**config.mk**
```make
export PLATFORM = sky130hd
export DESIGN_NAME = word_skew_feeder
export DESIGN_NICKNAME = d
export VERILOG_FILES = /design/src/rtl/word_skew_feeder.sv
export SDC_FILE = /design/constraint.sdc
export NUM_CORES = 1
export LEC_CHECK = 0
export BUFFER_PORTS_ARGS = -buffer_cell sky130_fd_sc_hd__buf_2
export CORE_UTILIZATION = 53
export CTS_CLUSTER_DIAMETER = 150
export DETAILED_ROUTE_END_ITERATION = 8
export GPL_TIMING_DRIVEN = 0
export HOLD_SLACK_MARGIN = 0.02
export PLACE_DENSITY = 0.75
export SKIP_CTS_REPAIR_TIMING = 1
export SYNTH_ARGS = -nofsm -noshare
export SYNTH_HDL_FRONTEND = slang
export SYNTH_SLANG_ARGS = --single-unit
```
**constraint.sdc**
```tcl
create_clock -name clk_i -period 6.29 [get_ports clk_i]
set_input_delay 0.3145 -clock clk_i [delete_from_list [all_inputs] [get_ports clk_i]]
set_output_delay 0.3145 -clock clk_i [all_outputs]
set_load 0.005 [all_outputs]
```
**src/rtl/word_skew_feeder.sv**
```systemverilog
// word_skew_feeder: reads K words from the input global buffer and feeds them to the pe_array as 8 time-skewed 16-bit lanes
//   Ports: clk_i/rst_ni (async active-low) clock and reset; start_i/base_addr_i/len_i transfer request;
//   busy_o/done_o status; rd_en_o/rd_addr_o/rd_data_i global buffer read port (1-cycle latency);
//   word_o skewed operand word (lane k delayed k cycles); clr_o/we_o pe_array control pulses aligned to lane 0.
//   Optional FEEDER_PERF_EN adds busy_cycles_o, a saturating count of busy cycles of the latest transfer.
module word_skew_feeder #(
    parameter int DATA_WIDTH = 16,
    parameter int LANES      = 8,
    parameter int ADDR_WIDTH = 10,
    parameter int LEN_WIDTH  = 10,
    parameter int WORD_WIDTH = LANES * DATA_WIDTH
) (
    input  logic                  clk_i,
    input  logic                  rst_ni,
    input  logic                  start_i,
    input  logic [ADDR_WIDTH-1:0] base_addr_i,
    input  logic [LEN_WIDTH-1:0]  len_i,
    output logic                  busy_o,
    output logic                  done_o,
    output logic                  rd_en_o,
    output logic [ADDR_WIDTH-1:0] rd_addr_o,
    input  logic [WORD_WIDTH-1:0] rd_data_i,
    output logic [WORD_WIDTH-1:0] word_o,
    output logic                  clr_o,
    output logic                  we_o
`ifdef FEEDER_PERF_EN
    ,
    output logic [31:0]           busy_cycles_o
`endif
);
    localparam logic [1:0] IDLE  = 2'd0;
    localparam logic [1:0] READ  = 2'd1;
    localparam logic [1:0] DRAIN = 2'd2;
    localparam logic [1:0] DONE  = 2'd3;
    logic [1:0]           state;
    logic [LEN_WIDTH-1:0] idx;
    logic [LEN_WIDTH-1:0] len_q;
    logic                 rd_vld;
    logic                 first_d;
    logic                 last_d;
    logic                 last_dd;
    logic                 last_rd;
    assign rd_en_o = state == READ;
    assign busy_o  = state != IDLE;
    assign done_o  = state == DONE;
    assign last_rd = idx == len_q - LEN_WIDTH'(1);
    // idx counts issued reads in READ and drain cycles in DRAIN; DRAIN ends when idx reaches LANES,
    // covering read latency + lane-0 register + LANES-1 skew stages. A zero-length transfer enters
    // DRAIN already at its final count so done_o lands two cycles after start_i.
    always_ff @(posedge clk_i or negedge rst_ni) begin
        if (!rst_ni) begin
            state     <= IDLE;
            idx       <= '0;
            len_q     <= '0;
            rd_addr_o <= '0;
            rd_vld    <= 1'b0;
            first_d   <= 1'b0;
            last_d    <= 1'b0;
            last_dd   <= 1'b0;
            clr_o     <= 1'b0;
            we_o      <= 1'b0;
        end else begin
            rd_vld  <= rd_en_o;
            first_d <= rd_en_o && idx == '0;
            last_d  <= rd_en_o && last_rd;
            last_dd <= last_d;
            clr_o   <= first_d;
            we_o    <= last_dd;
            case (state)
                IDLE: if (start_i) begin
                    len_q     <= len_i;
                    rd_addr_o <= base_addr_i;
                    idx       <= len_i == '0 ? LEN_WIDTH'(LANES) : '0;
                    state     <= len_i == '0 ? DRAIN : READ;
                end
                READ: begin
                    rd_addr_o <= rd_addr_o + ADDR_WIDTH'(1);
                    idx       <= last_rd ? '0 : idx + LEN_WIDTH'(1);
                    state     <= last_rd ? DRAIN : READ;
                end
                DRAIN: begin
                    idx   <= idx + LEN_WIDTH'(1);
                    state <= idx == LEN_WIDTH'(LANES) ? DONE : DRAIN;
                end
                default: state <= IDLE;
            endcase
        end
    end
    // Lane k is a (k+1)-deep shift chain. Data enters zeroed whenever no read returned, so every
    // non-valid slot travels down the chain as a zero bubble.
    for (genvar k = 0; k < LANES; k++) begin : g_lane
        logic [DATA_WIDTH-1:0] sr [k+1];
        always_ff @(posedge clk_i or negedge rst_ni) begin
            if (!rst_ni) begin
                for (int j = 0; j <= k; j++) sr[j] <= '0;
            end else begin
                sr[0] <= rd_vld ? rd_data_i[k*DATA_WIDTH +: DATA_WIDTH] : '0;
                for (int j = 1; j <= k; j++) sr[j] <= sr[j-1];
            end
        end
        assign word_o[k*DATA_WIDTH +: DATA_WIDTH] = sr[k];
    end
`ifdef FEEDER_PERF_EN
    always_ff @(posedge clk_i or negedge rst_ni) begin
        if (!rst_ni) busy_cycles_o <= '0;
        else if (state == IDLE && start_i) busy_cycles_o <= '0;
        else if (busy_o && busy_cycles_o != '1) busy_cycles_o <= busy_cycles_o + 32'd1;
    end
`endif
endmodule

```
==> results.txt, run 1 <==
----------------------------------------------------
[Run status]
  Result of the run ... finished, final reports clean

[Setup path]
  Data required time at the worst endpoint ... 6.75 ns
  Category of the worst setup path launch point ... register
  Length in cells of the worst reg-to-reg path ... 10
  Type of element capturing the critical path ... register
  Reg-to-reg startpoint ... len_q[0]
  Highest fanout seen on the critical path ... 10
  Reg-to-reg critical path endpoint ... idx[7]
  CP Class ... reg2reg
  Arrival time reported for the critical path endpoint ... 3.07 ns
  Timing endpoint of the critical path ... idx[7]
  Critical Path Source ... len_q[0]
  Reg2Reg Setup Slack ... 3.67 ns

[Route]
  Routed vias ... 9,586
  Violation count after the first detailed-route iteration ... 451
  Number of detailed-routing iterations run before antenna repair ... 4
  Remaining design rule violation count ... 0
  Number of nets with antenna violations after routing ... 0
  Total wire length ... 34,240 um
  Via/cell ratio ... 4.587
  Wirelength per Cell ... 16.38 um

[STA]
  Maximum frequency from static timing analysis ... 381.9 MHz
  Transition time at the pin with the least slew margin ... 1.077 ns
  Fin Setup TNS ... 0 ns
  Worst hold slack ... 0.1038 ns
  Final Hold Vio Count ... 0
  Worst setup margin ... 3.671 ns
  Final period utilization ... 0.4163
  Relative slew slack ... 0.2823
  Clk_skew ... 0.01242 ns
  Number of max-slew violations in the final report ... 0
  Time the final worst path needs with I/O delays and setup ... 2.619 ns
  Setup-failing EPs final ... 0
  RSZ-0062 raised after global routing ... no

[Global routing]
  Initial antenna violation count ... 2
  First-pass GRT wire length ... 48,270 um
  Remaining Overflow, GRT ... 0
  Vias in the first global route ... 9,284
  Pin count of the biggest net entering global routing ... 130
  Total routing resource utilization after global routing ... 0.1747

[Place]
  Placement-stage worst setup slack ... 3.599 ns
  Detail Placement HPWL ... 19,040 um
  Routability cong. ... 0.8083
  I/O Buffers ... 293
  Placed standard-cell area ... 0.02071 sq mm

[Final layout]
  Multi-input gate area ... 0.002145 sq mm
  Filler cells ... 2,179
  FF+latch area ... 0.01536 sq mm
  Synth-to-Final Area Change ... 29.73%
  Share of cells above drive strength 1 ... 0.3217
  Number of nets in the layout ... 1,746
  Cell area after layout ... 0.02404 sq mm

[Power and ir drop]
  Overall power consumption ... 10.74 mW
  Sequential Power Share ... 0.512
  Internal portion of total power ... 8.071 mW
  Fraction of power spent switching nets ... 0.2484
  Peak supply drop ... 351.4 uV
  Combinational share of power ... 0.163
  Sw power ... 2.667 mW
  LEAKAGE ... 11.97 nW
  Pwr per Cell Area ... 446.7 mW/mm^2
  Clock share of power ... 0.325

[Clocking]
  Insertion delay to the later sink of the worst-skew pair ... 0.57 ns
  Reg clk slew, reported paths ... 0.07 ns
  Root buffer selected by CTS ... clkbuf_16
  Clock tree sinks ... 614
  H-Tree Level Count ... 2
  TritonCTS clock tree ... yes
  Max clock buf depth ... 3
  TritonCTS buffer count ... 57

[Logic synthesis]
  Post-Syn Instances ... 1,091
  Synth cell types ... 54
  Fraction of the yosys area taken by sequential cells ... 0.8293
  EDFF count, synth ... 0
  Post-synthesis cell area ... 0.01853 sq mm
  Leading register cell type out of synthesis ... dfrtp_1
  Synth async-reset ratio ... 1.000
  Synth Warn # ... 0
  Mean area per synthesized cell ... 16.98 sq um
  FF+latch count, synth ... 614
  Mapped Nets ... 1,250

[Die]
  Die extent in x ... 189.0 um
  FP Rows ... 68
  I/O pin cnt ... 294
  Die height ... 189.0 um
  Full die area ... 0.03571 sq mm
  Core Footprint ... 0.03446 sq mm
  Effective utilization at floorplan ... 0.5377

[Job]
  Maximum capacitance violations ... 0

[Min path]
  Hold Crit Depth ... 4
  Class of the tightest hold or removal check ... in2reg

----------------------------------------------------
## Yosys cell counts (2+ instances only)
cell | count | area (sq um)
xor2_1 | 2 | 17.52
o31ai_1 | 3 | 22.52
nor2_1 | 18 | 67.56
mux2i_1 | 4 | 40.04
a31oi_1 | 8 | 50.05
nand3_1 | 11 | 55.05
and2b_2 | 2 | 17.52
o22ai_1 | 10 | 62.56
a21oi_1 | 13 | 65.06
nand3b_1 | 2 | 15.01
xnor2_1 | 8 | 70.07
buf_4 | 112 | 840.8
o21ai_2 | 3 | 26.28
nor2b_1 | 5 | 31.28
nand2_1 | 16 | 60.06
mux2_2 | 11 | 123.9
nand4b_1 | 3 | 26.28
o21ai_0 | 13 | 65.06
a211oi_1 | 2 | 15.01
nor3_1 | 6 | 30.03
nor4_1 | 3 | 18.77
a22o_1 | 7 | 61.31
and3_1 | 9 | 56.30
ha_1 | 8 | 100.1
buf_6 | 2 | 22.52
dfrtp_1 | 614 | 15360
clkbuf_1 | 20 | 75.07
and2_1 | 129 | 807.0
buf_1 | 3 | 11.26
inv_1 | 17 | 63.81
nand2b_1 | 3 | 18.77
nand4_1 | 2 | 12.51
## flip-flops by register name (all words and copies together), names as in the netlist
register and count:
clr_o 1, first_d 1, g_lane.sr 464, idx 10, last_d 1, last_dd 1
len_q 10, rd_addr_o 10, rd_vld 1, state 2, we_o 1, word_o 112
## cells in the final DEF (no fill, tap or decap), types with 6 or more instances in the layout
| cell | count |
|---|---|
| dlygate4sd3_1 | 139 |
| clkinv_2 | 8 |
| ha_1 | 8 |
| a31oi_1 | 8 |
| dfrtp_1 | 614 |
| a21oi_1 | 13 |
| and2_1 | 129 |
| clkbuf_8 | 7 |
| inv_1 | 17 |
| bufinv_16 | 8 |
| o21ai_0 | 13 |
| clkbuf_1 | 37 |
| clkbuf_16 | 57 |
| nand2_1 | 16 |
| buf_4 | 112 |
| and3_1 | 9 |
| nand3_1 | 11 |
| nor2_1 | 18 |
| a22o_1 | 7 |
| mux2_2 | 11 |
| nor3_1 | 6 |
| o22ai_1 | 10 |
| buf_2 | 293 |
| xnor2_1 | 8 |
## how the worst min path moves through the flow
| stage | start | endpoint | slack, ns |
|---|---|---|---|
| after CTS | rst_ni | word_o[53] | -0.37 |
| after detailed placement | rst_ni | g_lane[3].sr[21] | 0.25 |
| after floorplan | rst_ni | clr_o | 0.02 |
| after global routing | start_i | state[1] | 0.14 |
| final | start_i | state[1] | 0.10 |
| after global placement | g_lane[2].sr[47] | g_lane[2].sr[31] | 0.33 |
## metrics by stage
| step | util | instances |
|---|---|---|
| floorplan | - | 1091 |
| CTS | 0.6569 | 1948 |
| global placement | 0.5968 | 1839 |
| finish | 0.6975 | 2090 |
| detailed placement | 0.6011 | 1844 |
| global route | 0.6975 | 2089 |
## worst max-delay path, cell delays in order (launching register included)
cell	delay, ns
dfrtp_1	0.44
inv_1	0.09
ha_1	0.28
nor2b_1	0.27
nand2_1	0.10
o41ai_2	0.37
nand4b_1	0.20
o221ai_2	0.23
buf_6	0.18
o21ai_2	0.07
a22o_1	0.27
## per-layer routing
metal | vias to the layer above | routed length, um | track usage
met5 | - | 0 | 0
met4 | 0 | 824 | 0.05986
met3 | 68 | 1807 | 0.04930
met2 | 296 | 17960 | 0.2876
met1 | 4843 | 13640 | 0.2245
li1 | 4379 | - | -
## cell families after synthesis
group | Yosys count | share of synthesized area
AOI/OAI and AO/OA | 73 | 0.02742
xor gates and xnor gates | 11 | 0.005606
adders and majority gates | 8 | 0.005403
buffers and inverters | 155 | 0.05497
DFF | 614 | 0.8293
muxes | 15 | 0.008847
and+or+nand+nor | 215 | 0.06848
## power by group through the flow
| stage | Clock, mW | Combinational [mW] | Sequential (mW) |
|---|---|---|---|
| final | 3.49 | 1.75 | 5.50 |
| after global placement | 0 | 1.59 | 5.48 |
| after CTS | 3.57 | 1.67 | 5.51 |
| after detailed placement | 0 | 1.66 | 5.55 |
| after global routing | 3.75 | 1.92 | 5.61 |
| after floorplan | 0 | 1.03 | 5.40 |
## cell type report
class	count	area share
Antenna cell	3	0.0003123
Clock inverter	23	0.01411
Clock buffer	81	0.06601
Timing Repair Buffer	437	0.1250
Tap cell	455	0.02369
Sequential cell	614	0.6392
Inverter	17	0.002655
Multi-Input combinational cell	322	0.08922
Buffer	138	0.03972
Power figures use the tool's default switching activity.
==> run 2: changes to the inputs <==
ABC_AREA = 1   (was default)
CORE_UTILIZATION = 50   (was 53)
clock period = 2.2 ns   (was 6.29 ns; I/O delays follow)
==> run 2 against run 1 <==
  * Worst hold slack got worse by 0.048 ns
  * Sequential cell count did not move
  * Sequential share of layout area is 0.73 points lower
  * Cell count grew 10%
  * Sequential power rose to 2.8 times the previous value
  * Routed wire length grew 0.15%
  * Highest routed layer unchanged
  * Non-clock buffer count up 5
==> results.txt, run 2 <==
----------------------------------------------------
[Run status]
  Result of the run ... finished, final reports clean (unchanged)

[Setup path]
  Category of the worst setup path launch point ... register (unchanged)
  Most prevalent standard cell on the critical path ... inv_1
  Critical path, cell by cell ... inv_1 > ha_1 > inv_1 > o21ai_2 > buf_2 > nand2_1 > o21ai_0 > inv_1 (was inv_1 > ha_1 > nor2b_1 > nand2_1 > o41ai_2 > nand4b_1 > o221ai_2 > buf_6 > o21ai_2 > a22o_1)
  Family of cells with the greatest summed delay on the critical path ... buffers and inverters (was compound AO/OA/AOI/OAI gates)
  Type of element capturing the critical path ... register (unchanged)
  Worst path max stage delay ... 0.40 ns (was 0.44 ns)
  Reg-to-reg startpoint ... state[1] (was len_q[0])
  Reg2Reg Setup Slack ... 0.17 ns (was 3.67 ns)
  CP Class ... reg2reg (unchanged)
  Reg-to-reg critical path endpoint ... rd_addr_o[5] (was idx[7])
  Cell with the largest stage delay on the worst path ... dfrtp_1 (unchanged)
  Highest fanout seen on the critical path ... 10 (unchanged)
  Arrival time reported for the critical path endpoint ... 2.51 ns (was 3.07 ns)
  Length in cells of the worst reg-to-reg path ... 8 (was 10)
  Data required time at the worst endpoint ... 2.67 ns (was 6.75 ns)
  Critical path buffer and inverter count ... 4 (was 2)

[Logic synthesis]
  Fraction of the yosys area taken by sequential cells ... 0.8262 (was 0.8293)
  Mapped Nets ... 1,444 (was 1,250)
  Post-Syn Instances ... 1,285 (was 1,091)
  EDFF count, synth ... 0 (unchanged)
  Leading register cell type out of synthesis ... dfrtp_1 (unchanged)
  FF+latch count, synth ... 614 (unchanged)
  Synth Warn # ... 0 (unchanged)
  Synth async-reset ratio ... 1.000 (unchanged)
  Area share of the largest cell type after synthesis ... 0.8262 (was 0.8293)
  Mean area per synthesized cell ... 14.47 sq um (was 16.98 sq um)
  Synth cell types ... 29 (was 54)
  Dominant cell by count in the synthesized netlist ... dfrtp_1 (unchanged)
  Post-synthesis cell area ... 0.01860 sq mm (was 0.01853 sq mm)
  Top cell types by occurrence after synthesis ... dfrtp_1, nand2_1, inv_1 (was dfrtp_1, and2_1, buf_4)
  Most area-hungry cell type in the Yosys netlist ... dfrtp_1 (unchanged)
  Biggest area contributors in the synthesized netlist ... dfrtp_1, buf_4, nand2_1, inv_1, nor2_1 (was dfrtp_1, buf_4, and2_1, mux2_2, ha_1)

[Route]
  Violation count after the first detailed-route iteration ... 429 (was 451)
  Remaining design rule violation count ... 0 (unchanged)
  Via/cell ratio ... 4.437 (was 4.587)
  Routed vias ... 10,245 (was 9,586)
  Total wire length ... 34,290 um (was 34,240 um)
  Number of detailed-routing iterations run before antenna repair ... 5 (was 4)
  Number of nets with antenna violations after routing ... 0 (unchanged)
  Wirelength per Cell ... 14.85 um (was 16.38 um)

[Final layout]
  Number of nets in the layout ... 1,950 (was 1,746)
  Commonest non-fill, non-tap cells in the layout ... dfrtp_1, buf_2, nand2_1 (was dfrtp_1, buf_2, dlygate4sd3_1)
  Share of cells above drive strength 1 ... 0.2855 (was 0.3217)
  Most flop-heavy register ... g_lane.sr (unchanged)
  Number of flip-flops in the largest register ... 464 (unchanged)
  Most common library cell in the layout ignoring fill and taps ... dfrtp_1 (unchanged)
  Synth-to-Final Area Change ... 30.74% (was 29.73%)

[Die]
  FP Rows ... 70 (was 68)
  Die height ... 194.9 um (was 189.0 um)
  I/O pin cnt ... 294 (unchanged)
  Die extent in x ... 194.9 um (was 189.0 um)
  Full die area ... 0.03797 sq mm (was 0.03571 sq mm)
  Effective utilization at floorplan ... 0.5080 (was 0.5377)
  Core Footprint ... 0.03661 sq mm (was 0.03446 sq mm)

[Power and ir drop]
  LEAKAGE ... 13.11 nW (was 11.97 nW)
  Peak supply drop ... 853.9 uV (was 351.4 uV)
  Overall power consumption ... 30.10 mW (was 10.74 mW)
  Pwr per Cell Area ... 1238 mW/mm^2 (was 446.7 mW/mm^2)

[Clocking]
  Insertion delay to the later sink of the worst-skew pair ... 0.59 ns (was 0.57 ns)
  Clock tree sinks ... 614 (unchanged)
  H-Tree Level Count ... 2 (unchanged)
  TritonCTS buffer count ... 56 (was 57)
  Max clock buf depth ... 3 (unchanged)
  Root buffer selected by CTS ... clkbuf_16 (unchanged)
  Reg clk slew, reported paths ... 0.07 ns (about the same)
  TritonCTS clock tree ... yes (unchanged)

[STA]
  Worst hold slack ... 0.05625 ns (was 0.1038 ns)
  RSZ-0062 raised after global routing ... no (unchanged)
  Clk_skew ... 0.009781 ns (was 0.01242 ns)
  Number of max-slew violations in the final report ... 0 (unchanged)
  Time the final worst path needs with I/O delays and setup ... 2.031 ns (was 2.619 ns)
  Final Hold Vio Count ... 0 (unchanged)
  Transition time at the pin with the least slew margin ... 0.9687 ns (was 1.077 ns)
  Maximum frequency from static timing analysis ... 492.3 MHz (was 381.9 MHz)
  Relative slew slack ... 0.3542 (was 0.2823)
  Setup-failing EPs final ... 0 (unchanged)
  Final period utilization ... 0.9233 (was 0.4163)

[Global routing]
  Total routing resource utilization after global routing ... 0.1640 (was 0.1747)
  Remaining Overflow, GRT ... 0 (unchanged)
  Initial antenna violation count ... 2 (unchanged)
  Vias in the first global route ... 9,727 (was 9,284)
  First-pass GRT wire length ... 48,490 um (was 48,270 um)
  Pin count of the biggest net entering global routing ... 131 (was 130)

[Place]
  Routability cong. ... 0.8095 (was 0.8083)
  Detail Placement HPWL ... 19,260 um (was 19,040 um)
  I/O Buffers ... 293 (unchanged)

[Min path]
  Class of the tightest hold or removal check ... in2async (was in2reg)

[Job]
  Maximum capacitance violations ... 0 (unchanged)

----------------------------------------------------
## run 2: cell types whose count changed in the layout (fill, tap and decap cells not counted), sizes merged, moves of 11 or more
cell / before / now
and2: 129 / 0
dlygate4sd3: 139 / 150
inv: 21 / 178
mux2: 11 / 0
nand2: 16 / 218
nor2: 18 / 51
## run 2: area by class of cell
type                    instances  area [sq um]
well taps                     468         585.6
diodes                          2         5.005
plain buffers                 132         918.4
flip-flops and latches        614         15360
fillers                      2512         12300
clock buffers                  78          1655
multi-input cells             363          1678
clock inverters                28         331.6
repair buffers                448          3115
inverters                     176         660.6
## run 2: worst max path at each step
stage          startpoint  slack [ns]  cells after the start            to
2_1_floorplan    len_q[0]        0.47                     13        idx[2]
3_3_place_gp       rst_ni      -10.56                      1        idx[0]
3_5_place_dp     state[1]        0.02                      8  rd_addr_o[5]
4_1_cts          state[1]       -0.04                      8  rd_addr_o[5]
5_1_grt          state[1]        0.03                      8  rd_addr_o[5]
6_report         state[1]        0.17                      8  rd_addr_o[5]
## run 2: cells by family after synthesis
logic type	Yosys count	share of synthesized area
buffers and inverters	308	0.08490
XOR/XNOR	15	0.007064
flip-flops	614	0.8262
AO/OA/AOI/OAI	41	0.01272
AND/OR/NAND/NOR	299	0.06378
adder cells (fa/ha/maj)	8	0.005382
## run 2: stage by stage
| stage | cells | setup slack, ns | util | setup TNS (ns) | instance area, sq um |
|---|---|---|---|---|---|
| floorplan | 1285 | 0.4725 | - | 0 | 18600 |
| global placement | 2046 | -10.56 | 0.5640 | -6451.17 | 20650 |
| detailed placement | 2051 | 0.01765 | 0.5681 | 0 | 20800 |
| CTS | 2157 | -0.03951 | 0.6224 | -0.03951 | 22780 |
| global route | 2309 | 0.03147 | 0.6641 | 0 | 24310 |
| finish | 2309 | 0.1688 | 0.6641 | 0 | 24310 |
## run 2: worst reg2reg max path: cells and delay by family, from the launching register on
family | cells | cell delay [ns]
adders and majority gates | 1 | 0.32
and+or+nand+nor | 1 | 0.08
DFF | 1 | 0.40
AOI/OAI and AO/OA | 2 | 0.48
buffers and inverters | 4 | 0.64
## run 2: routing by layer
metal  part of all wire  vias up  track usage
met5                  0        -            0
met4              0.039        0      0.07670
met3              0.056      101      0.04598
met2               0.52      317       0.2639
met1               0.38     5082       0.2078
li1                   -     4745            -
## run 2: report_power, final
part,internal [mW],switching (mW),leakage (nW),total (mW)
sequential,14.2,1.04,7.63,15.3
combinational,2.17,2.61,4.49,4.79
clock,5.99,4.05,0.989,10.0
total,22.4,7.71,13.1,30.1
